**src/rtl/lstm_pkg.sv**
```systemverilog
// Shared definitions for the LSTM activation-memory sequencer.
package lstm_pkg;

    localparam int ADDR_W    = 12;
    localparam int MEM_DEPTH = 1 << ADDR_W;

    typedef enum logic [1:0] {
        ST_FILL  = 2'd0,
        ST_FULL  = 2'd1,
        ST_DRAIN = 2'd2
    } seq_state_t;

    // Tags that travel with each drained word
    typedef struct packed {
        logic last_step;
        logic last_unit;
    } rd_tag_t;

    // The whole sequence must fit in one memory
    function automatic bit fits_mem(input int num, input int steps);
        return (num > 0) && (steps > 0) && ((num * steps) <= MEM_DEPTH);
    endfunction

endpackage

```
**src/rtl/act_mem_sequencer_rd_fifo2.sv**
```systemverilog
// Two-entry first-word-fall-through FIFO; count feeds the read credit logic.
module rd_fifo2 #(
    parameter int W = 34
) (
    input  logic         clk,
    input  logic         rst,
    input  logic         push,
    input  logic [W-1:0] din,
    input  logic         pop,
    output logic [W-1:0] dout,
    output logic         valid,
    output logic [1:0]   count
);

    logic [1:0][W-1:0] slot;
    logic              wptr;
    logic              rptr;
    logic              push_en;
    logic              pop_en;

    assign valid   = (count != 2'd0);
    assign dout    = slot[rptr];
    assign pop_en  = pop && valid;
    // A push into a full FIFO is only safe when the head leaves this cycle
    assign push_en = push && ((count != 2'd2) || pop_en);

    // Storage, pointers and occupancy
    always_ff @(posedge clk or negedge rst) begin
        if (!rst) begin
            slot  <= '0;
            wptr  <= 1'b0;
            rptr  <= 1'b0;
            count <= 2'd0;
        end else begin
            if (push_en) begin
                slot[wptr] <= din;
                wptr       <= ~wptr;
            end
            if (pop_en) begin
                rptr <= ~rptr;
            end
            case ({push_en, pop_en})
                2'b10:   count <= count + 2'd1;
                2'b01:   count <= count - 2'd1;
                default: count <= count;
            endcase
        end
    end

endmodule

```
**src/rtl/act_mem_sequencer.sv**
```systemverilog
// Activation memory sequencer: fills a dual-port memory in (t,u) order and
// drains it back in reverse timestep order for backprop-through-time.
module act_mem_sequencer
    import lstm_pkg::*;
#(
    parameter int WIDTH    = 32,
    parameter int NUM      = 53,
    parameter int TIMESTEP = 8
) (
    input  logic              clk,
    input  logic              rst,
    input  logic              wr_valid,
    output logic              wr_ready,
    input  logic [WIDTH-1:0]  wr_data,
    input  logic              rd_start,
    output logic              rd_valid,
    input  logic              rd_ready,
    output logic [WIDTH-1:0]  rd_data,
    output logic              rd_last_unit,
    output logic              rd_last_step,
    output logic              full,
    output logic              mem_wr_a,
    output logic [ADDR_W-1:0] mem_addr_a,
    output logic [WIDTH-1:0]  mem_i_a,
    output logic [ADDR_W-1:0] mem_addr_b,
    input  logic [WIDTH-1:0]  mem_o_b
);

    generate
        if (!fits_mem(NUM, TIMESTEP)) begin : g_size_check
            $error("act_mem_sequencer: NUM*TIMESTEP exceeds memory depth");
        end
    endgenerate

    localparam logic [ADDR_W-1:0] NUM_A     = ADDR_W'(NUM);
    localparam logic [ADDR_W-1:0] LAST_U    = ADDR_W'(NUM - 1);
    localparam logic [ADDR_W-1:0] LAST_BASE = ADDR_W'((TIMESTEP - 1) * NUM);

    seq_state_t        state;
    logic [ADDR_W-1:0] wr_u;
    logic [ADDR_W-1:0] wr_base;
    logic [ADDR_W-1:0] rd_u;
    logic [ADDR_W-1:0] rd_base;
    logic              rd_issued_all;
    logic              rd_inflight;
    rd_tag_t           tag_now;
    rd_tag_t           tag_pipe;
    rd_tag_t           head_tag;

    logic              wr_fire;
    logic              wr_last;
    logic              issue;
    logic              pop;
    logic              drain_done;
    logic [2:0]        pending;
    logic [1:0]        fifo_count;
    logic              fifo_valid;
    logic [WIDTH+1:0]  fifo_dout;

    // Write port is driven straight from the handshake
    assign wr_fire    = wr_valid && wr_ready;
    assign wr_last    = wr_fire && (wr_u == LAST_U) && (wr_base == LAST_BASE);
    assign mem_wr_a   = wr_fire;
    assign mem_addr_a = wr_base + wr_u;
    assign mem_i_a    = wr_fire ? wr_data : '0;

    // Tags for the word currently addressed on port B
    assign tag_now.last_unit = (rd_u == LAST_U);
    assign tag_now.last_step = (rd_u == LAST_U) && (rd_base == '0);

    // Credit check: FIFO entries plus the returning word must leave a slot,
    // counting the slot freed by a pop this cycle
    assign pop        = fifo_valid && rd_ready;
    assign pending    = {1'b0, fifo_count} + {2'b00, rd_inflight};
    assign issue      = (state == ST_DRAIN) && !rd_issued_all &&
                        (pending < (pop ? 3'd3 : 3'd2));
    assign head_tag   = rd_tag_t'(fifo_dout[WIDTH +: 2]);
    assign drain_done = pop && head_tag.last_step;

    // Sequencer FSM with fill/drain counters and base-address accumulators
    always_ff @(posedge clk or negedge rst) begin
        if (!rst) begin
            state         <= ST_FILL;
            wr_ready      <= 1'b1;
            full          <= 1'b0;
            wr_u          <= '0;
            wr_base       <= '0;
            rd_u          <= '0;
            rd_base       <= '0;
            mem_addr_b    <= '0;
            rd_issued_all <= 1'b0;
        end else begin
            case (state)
                ST_FILL: begin
                    if (wr_last) begin
                        wr_u     <= '0;
                        wr_base  <= '0;
                        state    <= ST_FULL;
                        wr_ready <= 1'b0;
                        full     <= 1'b1;
                    end else if (wr_fire) begin
                        if (wr_u == LAST_U) begin
                            wr_u    <= '0;
                            wr_base <= wr_base + NUM_A;
                        end else begin
                            wr_u <= wr_u + 1'b1;
                        end
                    end
                end
                ST_FULL: begin
                    if (rd_start) begin
                        state         <= ST_DRAIN;
                        full          <= 1'b0;
                        rd_u          <= '0;
                        rd_base       <= LAST_BASE;
                        mem_addr_b    <= LAST_BASE;
                        rd_issued_all <= 1'b0;
                    end
                end
                ST_DRAIN: begin
                    if (issue) begin
                        if (tag_now.last_step) begin
                            rd_issued_all <= 1'b1;
                        end else if (tag_now.last_unit) begin
                            rd_u       <= '0;
                            rd_base    <= rd_base - NUM_A;
                            mem_addr_b <= rd_base - NUM_A;
                        end else begin
                            rd_u       <= rd_u + 1'b1;
                            mem_addr_b <= mem_addr_b + 1'b1;
                        end
                    end
                    if (drain_done) begin
                        state         <= ST_FILL;
                        wr_ready      <= 1'b1;
                        rd_u          <= '0;
                        rd_base       <= '0;
                        rd_issued_all <= 1'b0;
                    end
                end
                default: begin
                    state    <= ST_FILL;
                    wr_ready <= 1'b1;
                    full     <= 1'b0;
                end
            endcase
        end
    end

    // Track the read whose data returns on mem_o_b next cycle, with its tags
    always_ff @(posedge clk or negedge rst) begin
        if (!rst) begin
            rd_inflight <= 1'b0;
            tag_pipe    <= '0;
        end else begin
            rd_inflight <= issue;
            tag_pipe    <= tag_now;
        end
    end

    rd_fifo2 #(.W(WIDTH + 2)) u_rd_fifo (
        .clk   (clk),
        .rst   (rst),
        .push  (rd_inflight),
        .din   ({tag_pipe, mem_o_b}),
        .pop   (pop),
        .dout  (fifo_dout),
        .valid (fifo_valid),
        .count (fifo_count)
    );

    assign rd_valid     = fifo_valid;
    assign rd_data      = fifo_dout[WIDTH-1:0];
    assign rd_last_unit = fifo_valid && head_tag.last_unit;
    assign rd_last_step = fifo_valid && head_tag.last_step;

endmodule
```
**config.mk**
```make
export PLATFORM = sky130hd
export DESIGN_NAME = act_mem_sequencer
export DESIGN_NICKNAME = d
export VERILOG_FILES = /design/src/rtl/lstm_pkg.sv /design/src/rtl/act_mem_sequencer_rd_fifo2.sv /design/src/rtl/act_mem_sequencer.sv
export SDC_FILE = /design/constraint.sdc
export NUM_CORES = 1
export LEC_CHECK = 0
export CAP_MARGIN = 20
export CORE_ASPECT_RATIO = 0.6
export CORE_MARGIN = 2
export CORE_UTILIZATION = 56
export DETAILED_ROUTE_END_ITERATION = 12
export MAX_ROUTING_LAYER = met4
export PLACE_DENSITY_LB_ADDON = 0.3
export SLEW_MARGIN = 10
export SYNTH_ARGS = -nofsm -noshare
export SYNTH_HDL_FRONTEND = slang
export SYNTH_SLANG_ARGS = --single-unit
```
**constraint.sdc**
```tcl
create_clock -name clk -period 5.06 [get_ports clk]
set_input_delay 1.012 -clock clk [delete_from_list [all_inputs] [get_ports clk]]
set_output_delay 1.012 -clock clk [all_outputs]
set_load 0.005 [all_outputs]
```
* Word level (Yosys, flattened, before mapping)
Cells that the tools add are included.
Storage, ports and cells: bits in read-only memories 0, memories 0, output and inout port bits 94, input port bits 69, bits in latches 0, flip-flop bits (word level) 140, RAM bits 0
Operators by class: multipliers 0, divide/modulo/power cells 0, shift operators 0, reductions and logical operators 31, $lt $le $gt $ge 4, $add $sub $neg 9, equality and inequality tests 17, mux-type cells 44, bitwise logic cells 4
Operators by type and width (count):
- 2-to-1 mux 12 bit | 19
- 2-to-1 mux 34 bit | 3
- case mux 12 bit (2 select lines) | 3
- bitwise mux 68 bit | 1
- adder 12 x 1 -> 12 bit, second input constant | 3
- demux 34 bit (select 1 bit) | 1
- 2-to-1 mux 32 bit | 1
- == test 12 x 6 -> 1 bit, second input constant | 2
- logical AND 1 bit | 13
- adder 12 bit | 1
- adder 12 x 6 -> 12 bit, second input constant | 1
- == test 12 x 9 -> 1 bit, second input constant | 1
- zero test 12 bit | 1
- inequality test 2 bit, second input constant | 6
- inequality test 3 bit, second input constant | 4
- AND reduction 3 bit | 4
- AND reduction 4 bit | 3
- subtractor 12 x 6 -> 12 bit, second input constant | 1
- nonzero test 2 bit | 5
- 2-to-1 mux 1 bit | 8
- 2-to-1 mux 2 bit | 3
- case mux 1 bit (3 select lines) | 2
- case mux 2 bit (3 select lines) | 1
- AND reduction 5 bit | 1
- other kinds (15) | 21

* Logic depth before layout (Yosys ltp)
depth after elaboration 8, depth in mapped cells 10, gate-level depth less buffers 9

* Modules after synthesis
A second synthesis with hierarchy kept.
Unflattened totals: cells, all modules 763, area, all modules 8102.8 um^2
By module, submodules not included:
- act_mem_sequencer | seq. area each 1702.9 um^2, cells an instance 565, times used 1, area each 4944.7 um^2
- rd_fifo2 | seq. area each 1801.7 um^2, cells an instance 198, times used 1, area each 3158.0 um^2

* Least setup slack after synthesis
OpenSTA, ideal clock, no wires.
kind reg-to-output, from reg wr_u[0], to out mem_addr_a[10], slack 1897 ps, data arrival time 2151 ps, stages on the path, launching flop included 9, required time 4048 ps, path through dfrtp_1 ha_1 fa_1 a21o_1 a211oi_1 o21ai_0 a31o_2 a21oi_1 xnor2_1
Between the ends: cells in the longest elaborated chain, start to end 1
RTL lines:
- start: declaration | RTL line act_mem_sequencer.sv:40 | logic [ADDR_W-1:0] wr_u;
- start signal: assignment | RTL line act_mem_sequencer.sv:106 | wr_u <= wr_u + 1'b1;
- adder 12 bit | RTL line act_mem_sequencer.sv:64 | assign mem_addr_a = wr_base + wr_u;
- end: declaration | RTL line act_mem_sequencer.sv:23 | output logic [ADDR_W-1:0] mem_addr_a,
Every way passes these cells.

* Final worst setup path
Ends and elaborated chain as after synthesis.

==> results.md <==
* GRT Residual Overflow at 0
* Via count at 6,328
* Pint at 0.00339 W
* Gate power share at 0.408
* Hold buffer count at CTS at 0
* Longest Clk Path Bufs at 2
* R2r worst-path depth at 7
* Slew Viols, Final at 0
* Drt first pass iters at 5
* Post-CTS resize count at 0
* Hold Path Depth at 1
* Mux contribution to synthesized area at 0.151
* Commonest non-fill, non-tap cells in the layout: clkdlybuf4s50_1, dfrtp_1, mux2_2, nor2_1, nand2_1
* Synth Area in XOR/XNOR at 0.0535
* Gp weighted congestion at 0.925
* Slowest cell on the critical path: clkdlybuf4s50_1
* First-pass GRT wire length at 31.9 mm
* Max Fanout on Critical Path at 7
* Switch share at 0.339
* GRT Total Usage at 0.283
* Reg power frac at 0.353
* DRC viols at 0
* Post-synthesis sequential area ratio at 0.456
* Total power at 0.00512 W
* Minimum clock period at 4310 ps
* Yosys reg bits at 140
* ANT cells at 0
* Post-Syn Area at 0.00769 sq mm
* I/O pin count at 163
* TritonCTS clock tree: done
* Nets@finish at 976
* CP max stage delay at 520 ps
* Leak at 4.41 nW
* RSZ-0062 raised after global routing: no
* Initial antenna violation count at 0
* Largest family of logic cells by synthesized area: simple AND/OR/NAND/NOR gates
* DR vias/cell at 5.92
* Initial Util at 0.568
* Post-Syn Instances at 723
* Number of global-route vias before repair at 6,280
* Chip width at 155 um
* Actual slew at the worst max-slew pin at 1020 ps
* Setup Viol. Count Final at 0
* DRT iter0 DRCs at 481
* Top_reg_cell synth: dfrtp_1
* Startpoint types: flop
* Post-route ant nets at 0
* Adder and majority gate portion of the synthesized area at 0.0433
* Pwr dens at 511 mW/mm^2
* Syn Area/Cell at 10.6 sq um
* Post-synth EDFFs at 0
* Most common cell after layout, fill and taps aside: clkdlybuf4s50_1
* Clock sink count at 140
* WL/cell at 18.7 um
* Die Ht at 94.8 um
* Final period utilization at 0.852
* Mapped Nets at 818
* Cell breakdown of the critical path: ha_1, fa_1, a21o_1, a211oi_1, o21ai_0, a31o_2, a21oi_1, xnor2_1, clkdlybuf4s50_1
* Slew Limit Headroom at 0.316
* Clock latency on the worst-skew pair at 420 ps
* H-tree Lvls at 4
* Num CTS Buffers at 17
* Syn-to-layout area delta at 30.4%
* CTS root buffer: clkbuf_16
* Placed Area at 0.00945 sq mm
* Share of layout cells above drive strength 1 at 0.180
* Final Hold Fails at 0
* Setup TNS Final at 0 ps
* WL final at 20.0 mm
* Max Clock Skew at 11.7 ps
* CP Data Arrival Time at 3300 ps
* Largest net degree at the start of global routing at 99
* Fin Hold WS at 503 ps
* Reg clk slew, reported paths at 70 ps
* DIE AREA at 0.0147 sq mm
* Async SR Flop Fraction at 1.00
* Type of the most critical hold path: reg -> reg
* Simple-Gate Fraction of Synth Area at 0.153
* CP endpoint kind: output pin
* Maximum VDD drop at 0.312 mV
* Kind of critical path: reg -> out
* Post-DP HPWL at 14.2 mm
* Num rows at 33
* Fmax at 232 MHz
* Power share of the clock group at 0.238
* Worst EP required at 4050 ps
* Max Cap Violations at 0
* # Post-CTS Setup Buffers at 0
* Port Buffer Count at 162
* Outcome: completed
* Switch Pwr at 0.00174 W
* Synthesis Warnings at 0
* Post-route cell area at 0.0100 sq mm
* Synth Area in Compound Gates at 0.113
* Core ar. at 0.0135 sq mm
* Yosys cell types at 70
==> synth_stat cells (all sizes together), types with 3 or more instances <==
| cell type | instances | share of area |
|---|---|---|
| dfrtp | 139 | 0.45 |
| mux2 | 101 | 0.15 |
| nor2 | 52 | 0.027 |
| nand2 | 49 | 0.024 |
| o21ai | 42 | 0.028 |
| and3 | 38 | 0.032 |
| xnor2 | 37 | 0.042 |
| a21oi | 25 | 0.016 |
| ha | 25 | 0.041 |
| inv | 22 | 0.011 |
| clkbuf | 21 | 0.010 |
| nand3 | 18 | 0.012 |
| o31ai | 12 | 0.012 |
| nor3 | 11 | 0.0072 |
| buf | 10 | 0.0093 |
| nand4 | 10 | 0.0081 |
| xor2 | 10 | 0.011 |
| a21o | 8 | 0.0078 |
| nor4 | 8 | 0.0085 |
| a31oi | 6 | 0.0049 |
| and2 | 6 | 0.0049 |
| nand2b | 6 | 0.0049 |
| o22a | 5 | 0.0057 |
| a211oi | 4 | 0.0039 |
| a22o | 4 | 0.0046 |
| nor2b | 4 | 0.0033 |
| o21bai | 4 | 0.0039 |
| o32a | 4 | 0.0054 |
| or4 | 4 | 0.0049 |
| or3 | 3 | 0.0024 |
==> sequential cells by signal, summed over array words and instances, names as in the netlist <==
register / count
mem_addr_b: 12
wr_base: 12
u_rd_fifo.slot: 68
u_rd_fifo.rptr: 1
rd_u: 12
u_rd_fifo.count: 2
rd_issued_all: 1
state: 2
wr_u: 12
u_rd_fifo.wptr: 1
tag_pipe: 2
full: 1
rd_inflight: 1
rd_base: 12
wr_ready: 1
==> through the flow <==
step / setup WS [ps] / utilization / instances
after CTS: 748 / 0.741 / 1069
after floorplan: 1900 / - / 723
final: 749 / 0.741 / 1069
after global placement: 1260 / 0.698 / 1037
after global routing: 578 / 0.741 / 1069
after detailed placement: 1190 / 0.698 / 1037
==> kinds of logic after synthesis <==
| family | Yosys count |
|---|---|
| fa+ha+maj | 26 |
| mux | 103 |
| buf+inv | 53 |
| simple gates | 221 |
| xor+xnor | 47 |
| compound gates | 133 |
| flops | 140 |
==> area by class of cell <==
| cell class | instances | area, sq um |
|---|---|---|
| Multi-Input combinational cell | 530 | 3960 |
| Fill cell | 872 | 3510 |
| Sequential cell | 140 | 3500 |
| Timing Repair Buffer | 170 | 1680 |
| Clock buffer | 17 | 425 |
| Tap cell | 175 | 219 |
| Clock inverter | 15 | 155 |
| Inverter | 22 | 82.6 |
==> per-layer routing <==
metal / GRT usage / share of wire / wire [um] / vias up
met4: 0.0803 / 0.011 / 216 / 0
met5: - / 0 / 0 / -
met1: 0.372 / 0.44 / 8870 / 3113
met3: 0.0408 / 0.061 / 1220 / 35
met2: 0.465 / 0.48 / 9680 / 251
li1: - / - / - / 2929
==> power groups by stage <==
stage	combinational (W)	sequential (W)	clock (W)
final	0.00209	0.00181	0.00122
after global routing	0.00226	0.00185	0.00129
after CTS	0.00209	0.00180	0.00124
after detailed placement	0.00206	0.00182	0
after global placement	0.00198	0.00177	0
after floorplan	0.00127	0.00170	0
==> worst max-delay path, delay by kind of cell, from the launching register on <==
kind	cells	cell delay [ps]
AO/OA/AOI/OAI	5	1070
adder cells (fa/ha/maj)	2	700
buffers and inverters	1	520
flip-flops	1	450
XOR/XNOR	1	140
==> worst paths after layout <==
kind	from	endpoint	slack, ps
setup / recovery	wr_u[0]	mem_addr_a[10]	750
hold / removal	u_rd_fifo.slot[59]	u_rd_fifo.slot[59]	500
setup reg to reg	u_rd_fifo.rptr	rd_base[8]	1760
hold reg to reg	u_rd_fifo.slot[59]	u_rd_fifo.slot[59]	500
max in group asynchronous	rst	rd_base[1]	3250
min in group asynchronous	rst	u_rd_fifo.slot[9]	690
Note: power is estimated with default switching activity, not from simulation.
